[src/rtl/uart_tx_buffered.sv]
// uart_tx_buffered
// Buffered 8N1 UART transmitter. Bytes written with a one-cycle strobe go
// into a circular FIFO. They are serialised LSB first, with no idle gap
// between consecutive frames.
//
// Ports:
//   clk      in   system clock, rising edge
//   rst_n    in   asynchronous active-low reset
//   wr_en    in   byte write strobe (one byte per asserted cycle)
//   wr_data  in   byte to enqueue
//   clr_ovf  in   clears the sticky overflow flag
//   full     out  FIFO holds FIFO_DEPTH bytes
//   empty    out  FIFO holds no bytes
//   count    out  bytes queued, not counting the byte in the shifter
//   busy     out  a frame is on the line
//   ovf      out  sticky: a write was attempted while full
//   eot      out  one-cycle pulse when the last stop bit ends with FIFO empty
//   tx       out  serial line, idle high, registered

module uart_tx_buffered #(
  parameter int CLK_DIV    = 434,
  parameter int FIFO_DEPTH = 16,
  parameter int CW         = $clog2(FIFO_DEPTH) + 1
) (
  input  logic          clk,
  input  logic          rst_n,
  input  logic          wr_en,
  input  logic [7:0]    wr_data,
  input  logic          clr_ovf,
  output logic          full,
  output logic          empty,
  output logic [CW-1:0] count,
  output logic          busy,
  output logic          ovf,
  output logic          eot,
  output logic          tx
);

  localparam int AW = $clog2(FIFO_DEPTH);
  localparam int BW = $clog2(CLK_DIV);
  localparam logic [BW-1:0] BAUD_MAX = BW'(CLK_DIV - 1);

  typedef enum logic [1:0] {IDLE, START, DATA, STOP} state_t;

  logic [7:0]    mem [FIFO_DEPTH];
  logic [AW-1:0] wr_ptr_q, wr_ptr_d, rd_ptr_q, rd_ptr_d;
  logic [CW-1:0] count_q, count_d;
  logic          full_q, full_d, empty_q, empty_d, ovf_q, ovf_d;
  state_t        state_q, state_d;
  logic [BW-1:0] baud_q, baud_d;
  logic [2:0]    bit_idx_q, bit_idx_d;
  logic [7:0]    shifter_q, shifter_d;
  logic          tx_q, tx_d, eot_q, eot_d;
  logic          push, pop;

  // FIFO bookkeeping. Acceptance is judged on the registered full flag, so a
  // write that coincides with a pop while full is still rejected.
  always_comb begin
    push     = wr_en && !full_q;
    wr_ptr_d = wr_ptr_q;
    rd_ptr_d = rd_ptr_q;
    count_d  = count_q;
    if (push) wr_ptr_d = wr_ptr_q + AW'(1);
    if (pop)  rd_ptr_d = rd_ptr_q + AW'(1);
    if (push && !pop)      count_d = count_q + CW'(1);
    else if (!push && pop) count_d = count_q - CW'(1);
    full_d  = (count_d == CW'(FIFO_DEPTH));
    empty_d = (count_d == '0);
    // A new overflow wins over a clear in the same cycle.
    ovf_d = ovf_q;
    if (wr_en && full_q) ovf_d = 1'b1;
    else if (clr_ovf)    ovf_d = 1'b0;
  end

  // Transmit FSM. The STOP state pops the next byte on its last cycle so
  // back-to-back frames have no idle gap. tx is derived from the next state
  // and registered, so the line never glitches.
  always_comb begin
    state_d   = state_q;
    baud_d    = baud_q;
    bit_idx_d = bit_idx_q;
    shifter_d = shifter_q;
    eot_d     = 1'b0;
    pop       = 1'b0;
    case (state_q)
      IDLE: begin
        baud_d = BAUD_MAX;
        if (!empty_q) begin
          pop       = 1'b1;
          shifter_d = mem[rd_ptr_q];
          state_d   = START;
        end
      end
      START: begin
        if (baud_q == '0) begin
          baud_d    = BAUD_MAX;
          bit_idx_d = 3'd0;
          state_d   = DATA;
        end else begin
          baud_d = baud_q - BW'(1);
        end
      end
      DATA: begin
        if (baud_q == '0) begin
          baud_d    = BAUD_MAX;
          shifter_d = shifter_q >> 1;
          bit_idx_d = bit_idx_q + 3'd1;
          if (bit_idx_q == 3'd7) state_d = STOP;
        end else begin
          baud_d = baud_q - BW'(1);
        end
      end
      STOP: begin
        if (baud_q == '0) begin
          baud_d = BAUD_MAX;
          if (!empty_q) begin
            pop       = 1'b1;
            shifter_d = mem[rd_ptr_q];
            state_d   = START;
          end else begin
            eot_d   = 1'b1;
            state_d = IDLE;
          end
        end else begin
          baud_d = baud_q - BW'(1);
        end
      end
      default: state_d = IDLE;
    endcase
    case (state_d)
      START:   tx_d = 1'b0;
      DATA:    tx_d = shifter_d[0];
      default: tx_d = 1'b1;
    endcase
  end

  // Byte storage needs no reset: a location is only read after it is written.
  always_ff @(posedge clk) begin
    if (push) mem[wr_ptr_q] <= wr_data;
  end

  always_ff @(posedge clk or negedge rst_n) begin
    if (!rst_n) begin
      wr_ptr_q  <= '0;
      rd_ptr_q  <= '0;
      count_q   <= '0;
      full_q    <= 1'b0;
      empty_q   <= 1'b1;
      ovf_q     <= 1'b0;
      state_q   <= IDLE;
      baud_q    <= BAUD_MAX;
      bit_idx_q <= 3'd0;
      shifter_q <= 8'h00;
      tx_q      <= 1'b1;
      eot_q     <= 1'b0;
    end else begin
      wr_ptr_q  <= wr_ptr_d;
      rd_ptr_q  <= rd_ptr_d;
      count_q   <= count_d;
      full_q    <= full_d;
      empty_q   <= empty_d;
      ovf_q     <= ovf_d;
      state_q   <= state_d;
      baud_q    <= baud_d;
      bit_idx_q <= bit_idx_d;
      shifter_q <= shifter_d;
      tx_q      <= tx_d;
      eot_q     <= eot_d;
    end
  end

  assign full  = full_q;
  assign empty = empty_q;
  assign count = count_q;
  assign busy  = (state_q != IDLE);
  assign ovf   = ovf_q;
  assign eot   = eot_q;
  assign tx    = tx_q;

endmodule

[config.mk]
export PLATFORM = sky130hd
export DESIGN_NAME = uart_tx_buffered
export DESIGN_NICKNAME = d
export VERILOG_FILES = /design/src/rtl/uart_tx_buffered.sv
export SDC_FILE = /design/constraint.sdc
export NUM_CORES = 1
export LEC_CHECK = 0
export BUFFER_PORTS_ARGS = -buffer_cell sky130_fd_sc_hd__buf_2
export CAP_MARGIN = 20
export CORE_ASPECT_RATIO = 1.1
export CORE_MARGIN = 5
export CORE_UTILIZATION = 59
export CTS_CLUSTER_SIZE = 14
export DETAILED_ROUTE_END_ITERATION = 6
export PLACE_DENSITY = 0.75
export SYNTH_ARGS = -nofsm -noshare
export SYNTH_HDL_FRONTEND = slang
export SYNTH_SLANG_ARGS = --single-unit
[constraint.sdc]
create_clock -name clk -period 2.9 [get_ports clk]
set_input_delay 0.58 -clock clk [delete_from_list [all_inputs] [get_ports clk]]
set_output_delay 0.58 -clock clk [all_outputs]
set_load 0.1 [all_outputs]
Yosys cells after proc, flatten, opt, wreduce, memory -nomap -nowiden

Memory sizes are Yosys's and may differ from the RTL's.
Index checks and enable logic that the tools add are counted.

Register bits: 40
RAM bits: 128
Bits of input ports: 12
Word-level logic and storage cells: 76
Memories kept: 1

Memories:

| memory | words | width | rd ports | clocked after Yosys merged registers in | wr ports | line | text |
|---|---|---|---|---|---|---|---|
| mem    | 16    | 8     | 1        | 0                                       | 1        | 45   | `logic [7:0] mem [FIFO_DEPTH];` |

Add/sub/neg operators: 6
Equality and inequality tests: 10
Muxes and demuxes: 29
Reductions and logical operators: 17

Operator list:

| kind                                                                   | count |
|---|---|
| 8-bit two-way mux                                                      | 3 |
| 8-bit case mux with 3 select lines                                     | 1 |
| 9-bit case mux with 2 select lines                                     | 1 |
| 1-bit two-way mux                                                      | 10 |
| 2-bit two-way mux                                                      | 5 |
| 5-bit two-way mux                                                      | 2 |
| 9-bit zero test                                                        | 1 |
| 9-bit two-way mux                                                      | 1 |
| 9-bit by 1-bit subtractor with 9-bit output (second input constant)    | 1 |
| 4-bit by 1-bit adder with 4-bit output (second input constant)         | 2 |
| 2-bit case mux with 4 select lines                                     | 1 |
| 2-bit equality test (second input constant)                            | 3 |
| 3-bit two-way mux                                                      | 2 |
| 2-bit inequality test (second input constant)                          | 3 |
| 3-bit case mux with 2 select lines                                     | 1 |
| 3-bit AND reduction                                                    | 2 |
| 2-bit nonzero test                                                     | 3 |
| 5-bit by 1-bit adder with 5-bit output (second input constant)         | 1 |
| 5-bit equality test (second input constant)                            | 1 |
| 5-bit zero test                                                        | 1 |
| 5-bit by 1-bit subtractor with 5-bit output (second input constant)    | 1 |
| 2-bit by 1-bit equality test with 1-bit output (second input constant) | 2 |
| 1-bit logical AND                                                      | 4 |
| 1-bit case mux with 2 select lines                                     | 2 |
| other kinds (6)                                                        | 8 |

Depth between registers and ports, before layout

Gate-level depths: netlist of run 1.

Depth in word-level cells: 7
Mapped depth: 9
Gate-level depth less buffers: 8

Least setup slack after synthesis of run 1

No wires, ideal clock.

Kind: reg2reg
Start: register full_q (netlist: full)
End: memory mem[3][0], enable pin
Arrival time: 2.011 ns
Required time: 2.517 ns
Slack: 0.506 ns
Stages on the path, launching flop included: 5
Path buffers: 1
Period minus slack after synthesis: 2.394 ns
Cell sequence: dfrtp_1 nor2b_1 clkbuf_1 nand2_1 nor3_1

Longest elaborated chain between the ends: 4

RTL lines:

| element                                 | line | text |
|---|---|---|
| start: declaration                      | 48   | `logic full_q, full_d, empty_q, empty_d, ovf_q, ovf_d;` |
| start signal: assignment                | 160  | `full_q <= full_d;` |
| 1-bit zero test                         | 59   | `push = wr_en && !full_q;` |
| 1-bit logical AND                       | 59   |  |
| 1-bit two-way mux                       | 139  | `if (push) mem[wr_ptr_q] <= wr_data;` |
| 1-bit two-way mux (implied by the code) | 139  |  |
| end: declaration                        | 45   |  |

Every way passes these cells.

Final worst setup path of run 1

Start: register state_q[0]
End: output port busy

Longest elaborated chain between the ends: 1

RTL lines:

| element                  | line | text |
|---|---|---|
| start: declaration       | 49   | `state_t state_q, state_d;` |
| start signal: assignment | 163  | `state_q <= state_d;` |
| 2-bit nonzero test       | 175  | `assign busy = (state_q != IDLE);` |
| end: declaration         | 33   | `output logic busy,` |

Every way passes these cells.

==> impl_metrics.tcl, run 1 <==
set metrics [dict create \
    yosys_warnings 0 \
    p_seq_frac 0.487 \
    numClockSinks 168 \
    cp_slowest_cell "dfrtp_1" \
    wl_um 13390 \
    die-area_sq_um 14280 \
    syn2layout_area_growth_pct 13.59 \
    tightest_slew_ns 0.9382 \
    grt_max_degree 41 \
    clkTransAtPathRegs_ns 0.07 \
    ant_nets 0 \
    p_int_uw 4345 \
    outcome "completed" \
    critPathArrivalTime_ns 1.79 \
    hold_viol 0 \
    finalSetupViolCount 0 \
    drv_slew 0 \
    worst_slack_ns 0.5305 \
    grt_pass1_vias 3835 \
    initial_core_util 0.5954 \
    fill_cells 797 \
    clk_latency_ns 0.42 \
    cp-end-kind "output port" \
    grtUsageTotal 0.2035 \
    dpl.hpwl_um 8953 \
    drive_gt1_frac 0.2944 \
    rsz0062_at_grt "no" \
    p_sw_uw 1838 \
    antenna_cells 0 \
    maxSlewHeadroom 0.3745 \
    nNetsFinal 477 \
    synth_ff_type "edfxtp_1" \
    clkPwrFrac 0.356 \
    yosys.cell_types.count 54 \
    sw_frac_of_total 0.2972 \
    drt-pass1-iter-count 4 \
    synthTopCellsByArea "edfxtp_1 54%, mux4_2 13%, dfrtp_1 12%" \
    power.share.combinational 0.157 \
    cts_buffer_depth 2 \
    synth_top_area_share 0.5435 \
    synthArstFlopShare 0.2381 \
    cp_slowest_stage_delay_ns 0.45 \
    place_inst 584 \
    fin_tns_setup_ns 0 \
    hp-class "in -> async" \
    path_cells "inv_1 -> ha_1 -> inv_1 -> buf_2" \
    crit_fanout 6 \
    die-height_um 124.8 \
    crit_required_ns 2.32 \
    critPathKind "reg -> out" \
    crit_top_cell "inv_1" \
    synth-seq-cells 168 \
    grt_overflow 0 \
    numCtsBuffers 17 \
    antenna_found_initial 0 \
    die_x_um 114.4 \
    yosysTopAreaCell "edfxtp_1" \
    power_per_cell_area_nw_per_um2 769.7 \
    routed-via-count 3712 \
    mappedNetlistArea_sq_um 7072 \
    dp_slack_ns 0.5571 \
    final_core_util 0.6764 \
    io_pins 23 \
    syn_area_per_cell_sq_um 17.50 \
    drc 0 \
    drt-initial-drc-count 474 \
    final_cell_count_no_fill 616 \
    synthCells 404 \
    p_leak_uw 0.002904 \
    synthesis.nets 432 \
    yosysSeqAreaShare 0.6863 \
    htreeDepth 4 \
    yosysMostFrequentCell "edfxtp_1" \
    gp_congestion 0.8172 \
    core_sq_um 11880 \
    cts_root_buf "clkbuf_16" \
    ctsHoldBuffers 0 \
    vdd_drop_max_uv 597.8 \
    cts_setup_buffers 0 \
    viasPerCell 6.026 \
    grt_pass1_wl_um 21470 \
    fin_crit_sh 0.8171 \
    synth_common_cells "128 x edfxtp_1, 40 x mux4_2, 33 x dfrtp_1" \
    synth_edf_count 128 \
    finClkSkew_ns 0.008202 \
    ctsResizeCount 0 \
    fmax_mhz 422.0 \
    cts_tree "yes" \
    period_minus_slack_ns 2.370 \
    io_buffers 22 \
    cap_viol_max_count 0 \
    startpoint_type "flip-flop" \
    wl_per_cell_um 21.74 \
    fp-row-count 42 \
]
-- sequential cells by signal (all words and copies together), names as in the netlist --
register   count
baud_q         9
bit_idx_q      3
count          5
empty          1
eot            1
full           1
mem          128
ovf            1
rd_ptr_q       4
shifter_q      8
state_q        2
tx             1
wr_ptr_q       4
-- power groups by stage --
| stage | clock network, uW | registers (uW) | logic [uW] |
|---|---|---|---|
| after floorplan | 0 | 3310 | 429 |
| after global placement | 0 | 3040 | 948 |
| after detailed placement | 0 | 3060 | 970 |
| after CTS | 2240 | 3010 | 977 |
| after global routing | 2340 | 3040 | 1030 |
| final | 2200 | 3010 | 969 |
-- cells by family after synthesis --
family / count (synthesis) / synth area share
flops: 168 / 0.6863
simple gates: 86 / 0.06794
mux: 43 / 0.1320
compound gates: 41 / 0.04423
buf+inv: 35 / 0.02158
fa+ha+maj: 16 / 0.02831
xor+xnor: 15 / 0.01964
-- layout make-up --
cell class | instances | area, sq um | area share
clock buffer | 18 | 429.2 | 0.05343
clock inverter | 14 | 150.1 | 0.01869
inverter | 20 | 75.07 | 0.009346
multi-input combinational | 201 | 2066 | 0.2572
sequential | 168 | 4855 | 0.6044
tap | 154 | 192.7 | 0.02399
timing repair buffer | 41 | 265.3 | 0.03302
-- layout by cell type, fill, tap and decap left out, types with 3 or more instances in the layout --
master     Yosys  layout
xor2_1         6       6
buf_2          5      22
inv_6          0       7
nor2_1        26      26
clkbuf_16      0      17
a21oi_1        3       3
inv_1         20      20
buf_4          0      18
mux4_2        40      40
nand2b_1       3       3
xnor2_1        8       8
edfxtp_1     128     128
a22o_1         5       5
a22oi_1        7       7
dfrtp_1       33      32
nand3_1        8       8
dfstp_2        7       7
nor4_2         3       3
inv_8          0       3
nand2_1       21      21
ha_1          16      16
o21ai_0       10      10
nor3_1         7       7
-- path summary, 6_finish.rpt --
kind | slack, ns | to | cells past startpoint | start
setup / recovery | 0.53 | busy | 4 | state_q[0]
hold / removal | 0.28 | count[1] | 1 | rst_n
setup reg to reg | 0.57 | shifter_q[3] | 5 | rd_ptr_q[0]
hold reg to reg | 0.46 | baud_q[0] | 1 | baud_q[0]
max in group asynchronous | 1.95 | rd_ptr_q[0] | 1 | rst_n
min in group clk | 0.34 | ovf | 2 | clr_ovf
-- routing by layer --
metal / global-route usage / vias to the layer above / share of wire
li1: - / 1667 / -
met2: 0.3299 / 117 / 0.51
met4: 0.08036 / 0 / 0.020
met1: 0.2669 / 1912 / 0.41
met5: 0 / - / 0
met3: 0.04713 / 16 / 0.060
-- per-stage QoR --
step                      hold slack (ns)  cell area [sq um]  power, uW
final                              0.2817               8033       6183
after global routing               0.3575               8033       6411
after CTS                          0.3253               8033       6228
after detailed placement           0.4457               7453       4027
after global placement             0.4419               7453       3992
after floorplan                    0.2844               7072       3743
-- worst max-delay path, delay by kind of cell, from the launching register on --
kind | cells | cell delay (ns)
fa+ha+maj | 1 | 0.29
buf+inv | 3 | 0.63
flops | 1 | 0.45
Power figures use the tool's default switching activity.
==> run 2: changes to the inputs <==
==> constraint.sdc (replaced) <==
create_clock -name clk -period 2.2 [get_ports clk]
set_input_delay 0.44 -clock clk [delete_from_list [all_inputs] [get_ports clk]]
set_output_delay 0.44 -clock clk [all_outputs]
set_load 0.1 [all_outputs]
==> impl_metrics.tcl, run 2 (synthesized netlist as in run 1, its figures left out) <==
set metrics [dict create \
    cts_buffer_depth 2 \
    cts_root_buf "clkbuf_16" \
    cap_viol_max_count 0 \
    nNetsFinal 506 \
    largest_registers "mem: 128 flops, baud_q: 9 flops, shifter_q: 8 flops" \
    largest_register_ffs 128 \
    finalSetupViolCount 0 \
    grt_pass1_wl_um 22630 \
    drt-pass1-iter-count 4 \
    fin_crit_sh 0.9631 \
    antenna_cells 0 \
    initial_core_util 0.5954 \
    viasPerCell 5.933 \
    die_x_um 114.4 \
    fmax_mhz 472.0 \
    gp_congestion 0.8947 \
    hp-class "in -> reg" \
    seqCellArea_sq_um 4858 \
    place_inst 603 \
    drt-initial-drc-count 326 \
    fp-row-count 42 \
    period_minus_slack_ns 2.119 \
    grt_overflow 0 \
    clkTransAtPathRegs_ns 0.06 \
    critPathKind "reg -> reg" \
    outcome "completed" \
    htreeDepth 4 \
    syn2layout_area_growth_pct 18.52 \
    fill_cells 742 \
    die-height_um 124.8 \
    clk_latency_ns 0.43 \
    grt_max_degree 33 \
    power_per_cell_area_nw_per_um2 980.9 \
    drc 0 \
    drv_slew 0 \
    crit_required_ns 2.53 \
    maxSlewHeadroom 0.6471 \
    vdd_drop_max_uv 981.5 \
    final_cell_mix "128 x edfxtp_1, 45 x buf_4, 40 x mux4_2, 31 x dfrtp_1, 25 x nor2_1" \
    ant_nets 0 \
    grtUsageTotal 0.2192 \
    crit_path_start "baud_q[0]" \
    fin_tns_setup_ns 0 \
    drive_gt1_frac 0.3707 \
    numClockSinks 168 \
    startpoint_type "flip-flop" \
    dpl.hpwl_um 9357 \
    tightest_slew_ns 0.5293 \
    finClkSkew_ns 0.008057 \
    io_buffers 22 \
    numCtsBuffers 17 \
    routed-via-count 3827 \
    core_sq_um 11880 \
    critPathArrivalTime_ns 2.45 \
    cp-end-kind "flip-flop" \
    p_leak_uw 0.003034 \
    power_uw 8222 \
    top_register "mem" \
    hold_viol 0 \
    wl_per_cell_um 22.80 \
    cts_tree "yes" \
    multi_input_area_sq_um 2188 \
    antenna_found_initial 0 \
    final_cell_count_no_fill 645 \
    grt_pass1_vias 4021 \
    io_pins 23 \
    layout_commonest_cell "edfxtp_1" \
    crit_fanout 5 \
    hp-start "clr_ovf" \
    wl_um 14710 \
    timing.rr.start "baud_q[0]" \
    die-area_sq_um 14280 \
]
-- run 2: cell types whose count changed in the layout (fill, tap and decap cells not counted), moves of 3 or more --
cell        delta
buf_4         +27
clkinvlp_4     +5
inv_6          -4
inv_8          -3
nor3_1         -3
nor3_2         +3
-- run 2: layout make-up --
class	instances	area share
inverter	20	0.008957
timing repair buffer	70	0.06016
tap	154	0.02299
multi-input combinational	201	0.2611
clock buffer	19	0.05284
sequential	168	0.5796
clock inverter	13	0.01433
-- run 2: final timing paths --
| kind | to | slack, ns | depth (start not counted) |
|---|---|---|---|
| max | full | 0.08 | 8 |
| min | ovf | 0.22 | 2 |
| max reg2reg | full | 0.08 | 8 |
| min reg2reg | baud_q[0] | 0.48 | 1 |
| max in group asynchronous | tx | 1.10 | 3 |
| min in group asynchronous | count[1] | 0.47 | 2 |
-- run 2: per-layer routing --
layer | GRT usage | share of wire | vias up
met5 | 0 | 0 | -
met4 | 0.09015 | 0.015 | 0
met3 | 0.04616 | 0.058 | 20
met2 | 0.3792 | 0.56 | 117
met1 | 0.2649 | 0.36 | 1976
li1 | - | - | 1714
-- run 2: through the flow --
stage	util	area [sq um]	setup WS (ns)	hold WS, ns
floorplan	-	7082	-0.1585	0.1444
global placement	0.6415	7619	0.05566	0.3826
global route	0.7058	8382	-0.04556	0.2234
CTS	0.6899	8194	0.01189	0.2026
finish	0.7058	8382	0.08120	0.2183
detailed placement	0.6415	7619	0.01711	0.3839
-- run 2: report_power, final --
part | switching, uW | internal, uW
Sequential | 234 | 3760
Combinational | 1000 | 429
Clock | 1200 | 1590
Total | 2440 | 5780
-- run 2: what timing repair did --
item / in CTS / in global routing
resized for setup: 1 / 24
setup endpoints to repair: 1 / 10
hold buffers: 1 / 0
hold endpoints to repair: 14 / 0
pin swaps: 0 / 12
buffers inserted: 0 / 9
-- run 2: worst max-delay path, stage by stage, from the launching register on --
cell	delay, ns
dfstp_2	0.38
inv_2	0.09
ha_4	0.13
nor4b_4	0.36
a31oi_4	0.23
nor3_4	0.23
o22ai_2	0.11
xor2_2	0.20
nor4b_4	0.29
